**src/rtl/smp_control_unit.sv**
```systemverilog
// rtl/smp_control_unit.sv - instruction sequencer for the Simple Microprocessor
//
// Purpose: fetches opcode/operand bytes over a req/ready memory handshake,
// decodes them and drives the ALU select code and accumulator load strobe.
// Owns PC, IR and MAR. Stops in HALT until the next reset.
//
// Ports:
//   i_clk, i_rst_n            clock, asynchronous active-low reset
//   o_mem_req, o_mem_we       memory request (held until ready), write qualifier
//   o_mem_addr                memory address (PC or MAR)
//   i_mem_rdata, i_mem_ready  read data, request completion
//   i_ac_zero                 accumulator == 0 from the datapath
//   o_alu_select              ALU operation code decoded from IR
//   o_ac_load                 one-cycle AC load strobe
//   o_pc                      current program counter
//   o_halted                  high in HALT
//   o_illegal_op              one-cycle pulse on an undefined opcode

module smp_control_unit #(
    parameter logic [7:0] RESET_PC = 8'h00
) (
    input  logic       i_clk,
    input  logic       i_rst_n,
    output logic       o_mem_req,
    output logic       o_mem_we,
    output logic [7:0] o_mem_addr,
    input  logic [7:0] i_mem_rdata,
    input  logic       i_mem_ready,
    input  logic       i_ac_zero,
    output logic [6:0] o_alu_select,
    output logic       o_ac_load,
    output logic [7:0] o_pc,
    output logic       o_halted,
    output logic       o_illegal_op
);

    typedef enum logic [2:0] {
        ST_RST     = 3'd0,
        ST_FETCH   = 3'd1,
        ST_DECODE  = 3'd2,
        ST_OPERAND = 3'd3,
        ST_EXEC    = 3'd4,
        ST_HALT    = 3'd5
    } state_t;

    localparam logic [7:0] OP_NOP = 8'h00;
    localparam logic [7:0] OP_LDA = 8'h01;
    localparam logic [7:0] OP_STA = 8'h02;
    localparam logic [7:0] OP_ADD = 8'h03;
    localparam logic [7:0] OP_SUB = 8'h04;
    localparam logic [7:0] OP_AND = 8'h05;
    localparam logic [7:0] OP_XOR = 8'h06;
    localparam logic [7:0] OP_OR  = 8'h07;
    localparam logic [7:0] OP_NOT = 8'h08;
    localparam logic [7:0] OP_INC = 8'h09;
    localparam logic [7:0] OP_CLR = 8'h0A;
    localparam logic [7:0] OP_JMP = 8'h0B;
    localparam logic [7:0] OP_JZ  = 8'h0C;
    localparam logic [7:0] OP_HLT = 8'h0F;

    state_t     r_state;
    logic [7:0] r_pc;
    logic [7:0] r_ir;
    logic [7:0] r_mar;

    logic       w_is_mem_rd;
    logic       w_is_sta;
    logic       w_is_reg;
    logic       w_is_jmp;
    logic       w_is_jz;
    logic       w_is_hlt;
    logic       w_is_nop;
    logic       w_has_operand;
    logic       w_undefined;
    logic       w_exec_mem;
    logic [6:0] w_alu_sel;

    // Opcode decode of the instruction register
    always_comb begin
        w_is_mem_rd = 1'b0;
        w_is_sta    = 1'b0;
        w_is_reg    = 1'b0;
        w_is_jmp    = 1'b0;
        w_is_jz     = 1'b0;
        w_is_hlt    = 1'b0;
        w_is_nop    = 1'b0;
        w_alu_sel   = 7'h00;
        case (r_ir)
            OP_NOP: w_is_nop = 1'b1;
            OP_LDA: begin w_is_mem_rd = 1'b1; w_alu_sel = 7'h04; end
            OP_STA: w_is_sta = 1'b1;
            OP_ADD: begin w_is_mem_rd = 1'b1; w_alu_sel = 7'h05; end
            OP_SUB: begin w_is_mem_rd = 1'b1; w_alu_sel = 7'h0B; end
            OP_AND: begin w_is_mem_rd = 1'b1; w_alu_sel = 7'h40; end
            OP_XOR: begin w_is_mem_rd = 1'b1; w_alu_sel = 7'h50; end
            OP_OR:  begin w_is_mem_rd = 1'b1; w_alu_sel = 7'h60; end
            OP_NOT: begin w_is_reg = 1'b1; w_alu_sel = 7'h70; end
            OP_INC: begin w_is_reg = 1'b1; w_alu_sel = 7'h09; end
            OP_CLR: begin w_is_reg = 1'b1; w_alu_sel = 7'h00; end
            OP_JMP: w_is_jmp = 1'b1;
            OP_JZ:  w_is_jz  = 1'b1;
            OP_HLT: w_is_hlt = 1'b1;
            default: ;
        endcase
    end

    assign w_has_operand = w_is_mem_rd | w_is_sta | w_is_jmp | w_is_jz;
    assign w_undefined   = ~(w_has_operand | w_is_reg | w_is_hlt | w_is_nop);
    // EXEC cycles that use the memory bus (address from MAR)
    assign w_exec_mem    = (r_state == ST_EXEC) & (w_is_mem_rd | w_is_sta);

    always_ff @(posedge i_clk or negedge i_rst_n) begin
        if (!i_rst_n) begin
            r_state <= ST_RST;
            r_pc    <= RESET_PC;
            r_ir    <= 8'h00;
            r_mar   <= 8'h00;
        end else begin
            case (r_state)
                ST_RST: r_state <= ST_FETCH;
                ST_FETCH: begin
                    if (i_mem_ready) begin
                        r_ir    <= i_mem_rdata;
                        r_pc    <= r_pc + 8'd1;
                        r_state <= ST_DECODE;
                    end
                end
                ST_DECODE: begin
                    if (w_has_operand)
                        r_state <= ST_OPERAND;
                    else if (w_is_hlt)
                        r_state <= ST_HALT;
                    else if (w_is_reg)
                        r_state <= ST_EXEC;
                    else
                        r_state <= ST_FETCH;    // NOP and undefined opcodes
                end
                ST_OPERAND: begin
                    if (i_mem_ready) begin
                        r_mar   <= i_mem_rdata;
                        r_pc    <= r_pc + 8'd1;
                        r_state <= ST_EXEC;
                    end
                end
                ST_EXEC: begin
                    if (w_is_mem_rd || w_is_sta) begin
                        if (i_mem_ready)
                            r_state <= ST_FETCH;
                    end else begin
                        if (w_is_jmp || (w_is_jz && i_ac_zero))
                            r_pc <= r_mar;
                        r_state <= ST_FETCH;
                    end
                end
                ST_HALT: r_state <= ST_HALT;
                default: r_state <= ST_RST;
            endcase
        end
    end

    // Moore-style bus/strobe decode; ac_load for memory ops waits on ready
    always_comb begin
        o_mem_req    = (r_state == ST_FETCH) | (r_state == ST_OPERAND) | w_exec_mem;
        o_mem_we     = w_exec_mem & w_is_sta;
        o_mem_addr   = w_exec_mem ? r_mar : r_pc;
        o_ac_load    = (r_state == ST_EXEC) & ((w_is_mem_rd & i_mem_ready) | w_is_reg);
        o_halted     = (r_state == ST_HALT);
        o_illegal_op = (r_state == ST_DECODE) & w_undefined;
        o_alu_select = w_alu_sel;
        o_pc         = r_pc;
    end

endmodule

```
**config.mk**
```make
export PLATFORM = sky130hd
export DESIGN_NAME = smp_control_unit
export DESIGN_NICKNAME = d
export VERILOG_FILES = /design/src/rtl/smp_control_unit.sv
export SDC_FILE = /design/constraint.sdc
export NUM_CORES = 1
export LEC_CHECK = 0
export ABC_AREA = 1
export CORE_AREA = 2 2 76 71
export CTS_CLUSTER_DIAMETER = 100
export DETAILED_ROUTE_END_ITERATION = 16
export DIE_AREA = 0 0 78 73
export DONT_BUFFER_PORTS = 1
export GPL_ROUTABILITY_DRIVEN = 0
export GPL_TIMING_DRIVEN = 0
export HOLD_SLACK_MARGIN = 0.1
export SYNTH_ARGS = -nofsm -noshare
export SYNTH_HDL_FRONTEND = slang
export SYNTH_SLANG_ARGS = --single-unit
```
**constraint.sdc**
```tcl
create_clock -name i_clk -period 2.8 [get_ports i_clk]
set_input_delay 0.84 -clock i_clk [delete_from_list [all_inputs] [get_ports i_clk]]
set_output_delay 0.84 -clock i_clk [all_outputs]
set_load 0.1 [all_outputs]
```
==> impl_metrics.csv, run 1 <==
group,metric,value,unit
outcome,failed_checks,"negative setup slack",
sta,fin_crit,3060,ps
clock_network,cts.sinks,27,
sta,setup_tns,-1200,ps
worst_setup_path,max_stage_delay,600,ps
clock_network,cts_hold_buf,0,
cells_and_area,fillers,493,
place,dpl-instance-area,0.00204,mm^2
cells_and_area,multi_input_area,0.00128,mm^2
cells_and_area,syn2layout_area_growth,31.7,%
outcome,outcome,"finished with violations",
clock_network,insertion_delay,280,ps
sta,hold_viol_final,0,
clock_network,cts_tree,"yes",
logic_synthesis,yosys.area_share.simple,0.337,
logic_synthesis,synth_edf_count,0,
global_route,grt_max_degree,28,
worst_setup_path,critPathCaptureType,"output port",
die,die_x,78,um
logic_synthesis,synth_xor_area_frac,0.00465,
sta,setup_ws,-262,ps
logic_synthesis,yosysTopAreaCell,"dfrtp_1",
detailed_routing,dr.first_iter.drc_count,114,
detailed_routing,first_pass_iters,4,
cells_and_area,antenna_cells,0,
die,initial_utilization,0.376,
job,drv_cap,0,
worst_setup_path,required,1960,ps
die,die_h,73,um
logic_synthesis,synth_top_family_by_area,"simple AND/OR/NAND/NOR gates",
detailed_routing,wl,4.91,mm
global_route,grt_pass1_vias,1544,
sta,slew_violations,0,
worst_hold_path,hp-class,"in2async",
logic_synthesis,synthAdderAreaFrac,0.00664,
sta,maxSlewHeadroom,0.117,
global_route,grt_pass1_wl,7.91,mm
die,core.rowCount,25,
sta,final-setup-viol-count,10,
logic_synthesis,yosysSeqAreaShare,0.359,
sta,fmax,327,MHz
worst_setup_path,worstPathCellList,"inv_1, nand2_2, nor2_4, inv_2, o21ai_4, o21bai_4",
cells_and_area,drive_above_1_share,0.415,
logic_synthesis,yosys_register_bits,27,
logic_synthesis,yosys_warnings,0,
logic_synthesis,synth_mux_area_frac,0.0106,
logic_synthesis,synth-main-ff-cell,"dfrtp_1",
die,core,0.00500,mm^2
worst_setup_path,cp_slowest_cell,"o21ai_4",
logic_synthesis,synthTopCellsByArea,"dfrtp_1 36%, nand2_1 13%, o21ai_2 8.8%",
worst_setup_path,crit_arrival,2220,ps
logic_synthesis,synth_compound_area_frac,0.168,
logic_synthesis,synthArstFlopShare,1.00,
detailed_routing,ant_nets,0,
global_route,antenna_found_initial,0,
detailed_routing,vias,1670,
sta,worst_pin_slew,1320,ps
clock_network,clockBufferDepth,2,
detailed_routing,viasPerCell,4.96,
global_route,grtUsageTotal,0.179,
place,pre_cts_slack,-554,ps
place,hpwl,3.31,mm
worst_setup_path,start_kind,"flop",
cells_and_area,final_nets,284,
clock_network,cts_root_buffer,"clkbuf_8",
logic_synthesis,syn_nets,261,
detailed_routing,avgRoutedWirePerCell,14.6,um
logic_synthesis,synth_area,0.00188,mm^2
cells_and_area,seqCellArea,677,um^2
global_route,grt_overflow_total,0,
clock_network,cts_buffers,3,
sta,fin_crit_sh,1.09,
die,io_pins,40,
worst_setup_path,cp_max_fo,5,
logic_synthesis,synth_top_area_frac,0.359,
clock_network,clk_pin_slew,100,ps
clock_network,h-tree-depth,1,
sta,rsz0062_at_grt,"true",
cells_and_area,fin_area,0.00248,mm^2
logic_synthesis,synthCells,248,
worst_setup_path,critical_path_class,"reg2out",
die,die_area,0.00569,mm^2
sta,worst_clock_skew,3.13,ps
place,portBuffers,0,
detailed_routing,drc,0,
logic_synthesis,netlist-cell-type-count,32,
logic_synthesis,syn_avg_cell_area,7.60,um^2
[per-layer routing]
layer,vias up,GRT usage,wire length (um),share of wire
li1,839,-,-,-
met1,783,0.240,2250,0.46
met2,40,0.291,2370,0.48
met3,8,0.0371,203,0.041
met4,0,0.0585,83,0.017
met5,-,0,0,0
[cell usage after synthesis, types with 2 or more instances]
library cell	count
buf_6	4
dfrtp_1	27
inv_1	35
inv_2	4
mux2i_1	2
nand2_1	65
nand2_2	10
nand2_4	4
nand2_8	2
nand3_1	17
nand4_1	4
nor2_1	9
nor2_2	3
nor3_1	4
o21ai_0	17
o21ai_1	6
o21ai_2	19
o21bai_1	2
[worst paths after layout]
kind	slack (ps)	from	cells after the start	end
max	-260	r_ir[1]$_DFFE_PN0P_	6	o_alu_select[0]
min	230	i_rst_n	0	o_pc[3]$_DFFE_PN0P_
max reg2reg	600	o_pc[1]$_DFFE_PN0P_	9	o_pc[6]$_DFFE_PN0P_
min reg2reg	500	r_mar[4]$_DFFE_PN0P_	2	r_mar[4]$_DFFE_PN0P_
max in group asynchronous	2480	i_rst_n	0	r_ir[0]$_DFFE_PN0P_
min in group i_clk	500	r_mar[4]$_DFFE_PN0P_	2	r_mar[4]$_DFFE_PN0P_
[stage by stage]
step	std cells	hold WS (ps)	util
after floorplan	248	453	-
after global placement	315	476	0.402
after detailed placement	315	481	0.408
after CTS	330	228	0.479
after global routing	337	212	0.496
final	337	234	0.496
[worst max-delay path: cells and delay by family, from the launching register on]
family                 cells  cell delay [ps]
AOI/OAI and AO/OA          2             1050
buffers and inverters      2              180
DFF                        1              470
and+or+nand+nor            2              220
[placed cells by master (no fill, tap or decap), types with 2 or more instances in the layout]
cell / Yosys / routed
nand3_2: 1 / 4
nor2_4: 0 / 4
nand2_8: 2 / 5
nand2_2: 10 / 20
buf_4: 1 / 14
o21ai_1: 6 / 6
nand2_4: 4 / 6
o21ai_0: 17 / 14
buf_6: 4 / 5
dfrtp_1: 27 / 26
nand4_1: 4 / 4
nor3_4: 0 / 2
nor3_2: 1 / 2
nand3_1: 17 / 14
o21ai_4: 0 / 8
nand2_1: 65 / 50
nor2_2: 3 / 3
nor2_1: 9 / 5
inv_1: 35 / 31
inv_2: 4 / 7
inv_6: 1 / 2
clkbuf_8: 0 / 3
mux2i_1: 2 / 2
o21ai_2: 19 / 14
[sequential cells by signal, summed over array words and instances (netlist names)]
signal   cells
r_state      3
o_pc         8
r_mar        8
r_ir         8
[what timing repair did]
action	in CTS	in global routing
pin swaps	13	10
endpoints found under the setup margin	17	15
setup buffers	9	7
gates resized for setup	44	13
cloned	2	0
[cell families (layout without fill, tap and decap cells)]
| group | after synthesis | count (layout) |
|---|---|---|
| compound gates | 47 | 47 |
| mux | 2 | 2 |
| buf+inv | 46 | 68 |
| xor+xnor | 1 | 1 |
| fa+ha+maj | 1 | 1 |
| simple gates | 124 | 124 |
| flops | 27 | 27 |
[area by class of cell]
cell class,instances,share of cell area
clock buffer,3,0.0166
inverter,41,0.0670
timing repair buffer,18,0.0645
sequential,27,0.273
multi-input combinational,175,0.514
tap,67,0.0338
clock inverter,1,0.00353
buffer,5,0.0277
Power of run 1 is left out: the tool's default activity adds up to more than one toggle a clock period on the data nets, which glitch-free logic cannot reach.
==> run 2: changes to the inputs <==
Settings changed: ABC_CLOCK_PERIOD_IN_PS set to 2800.
==> results of run 2 <==
Final layout, timing and power as in run 1 (identical DEF).
Power of run 2 is left out for the same reason.
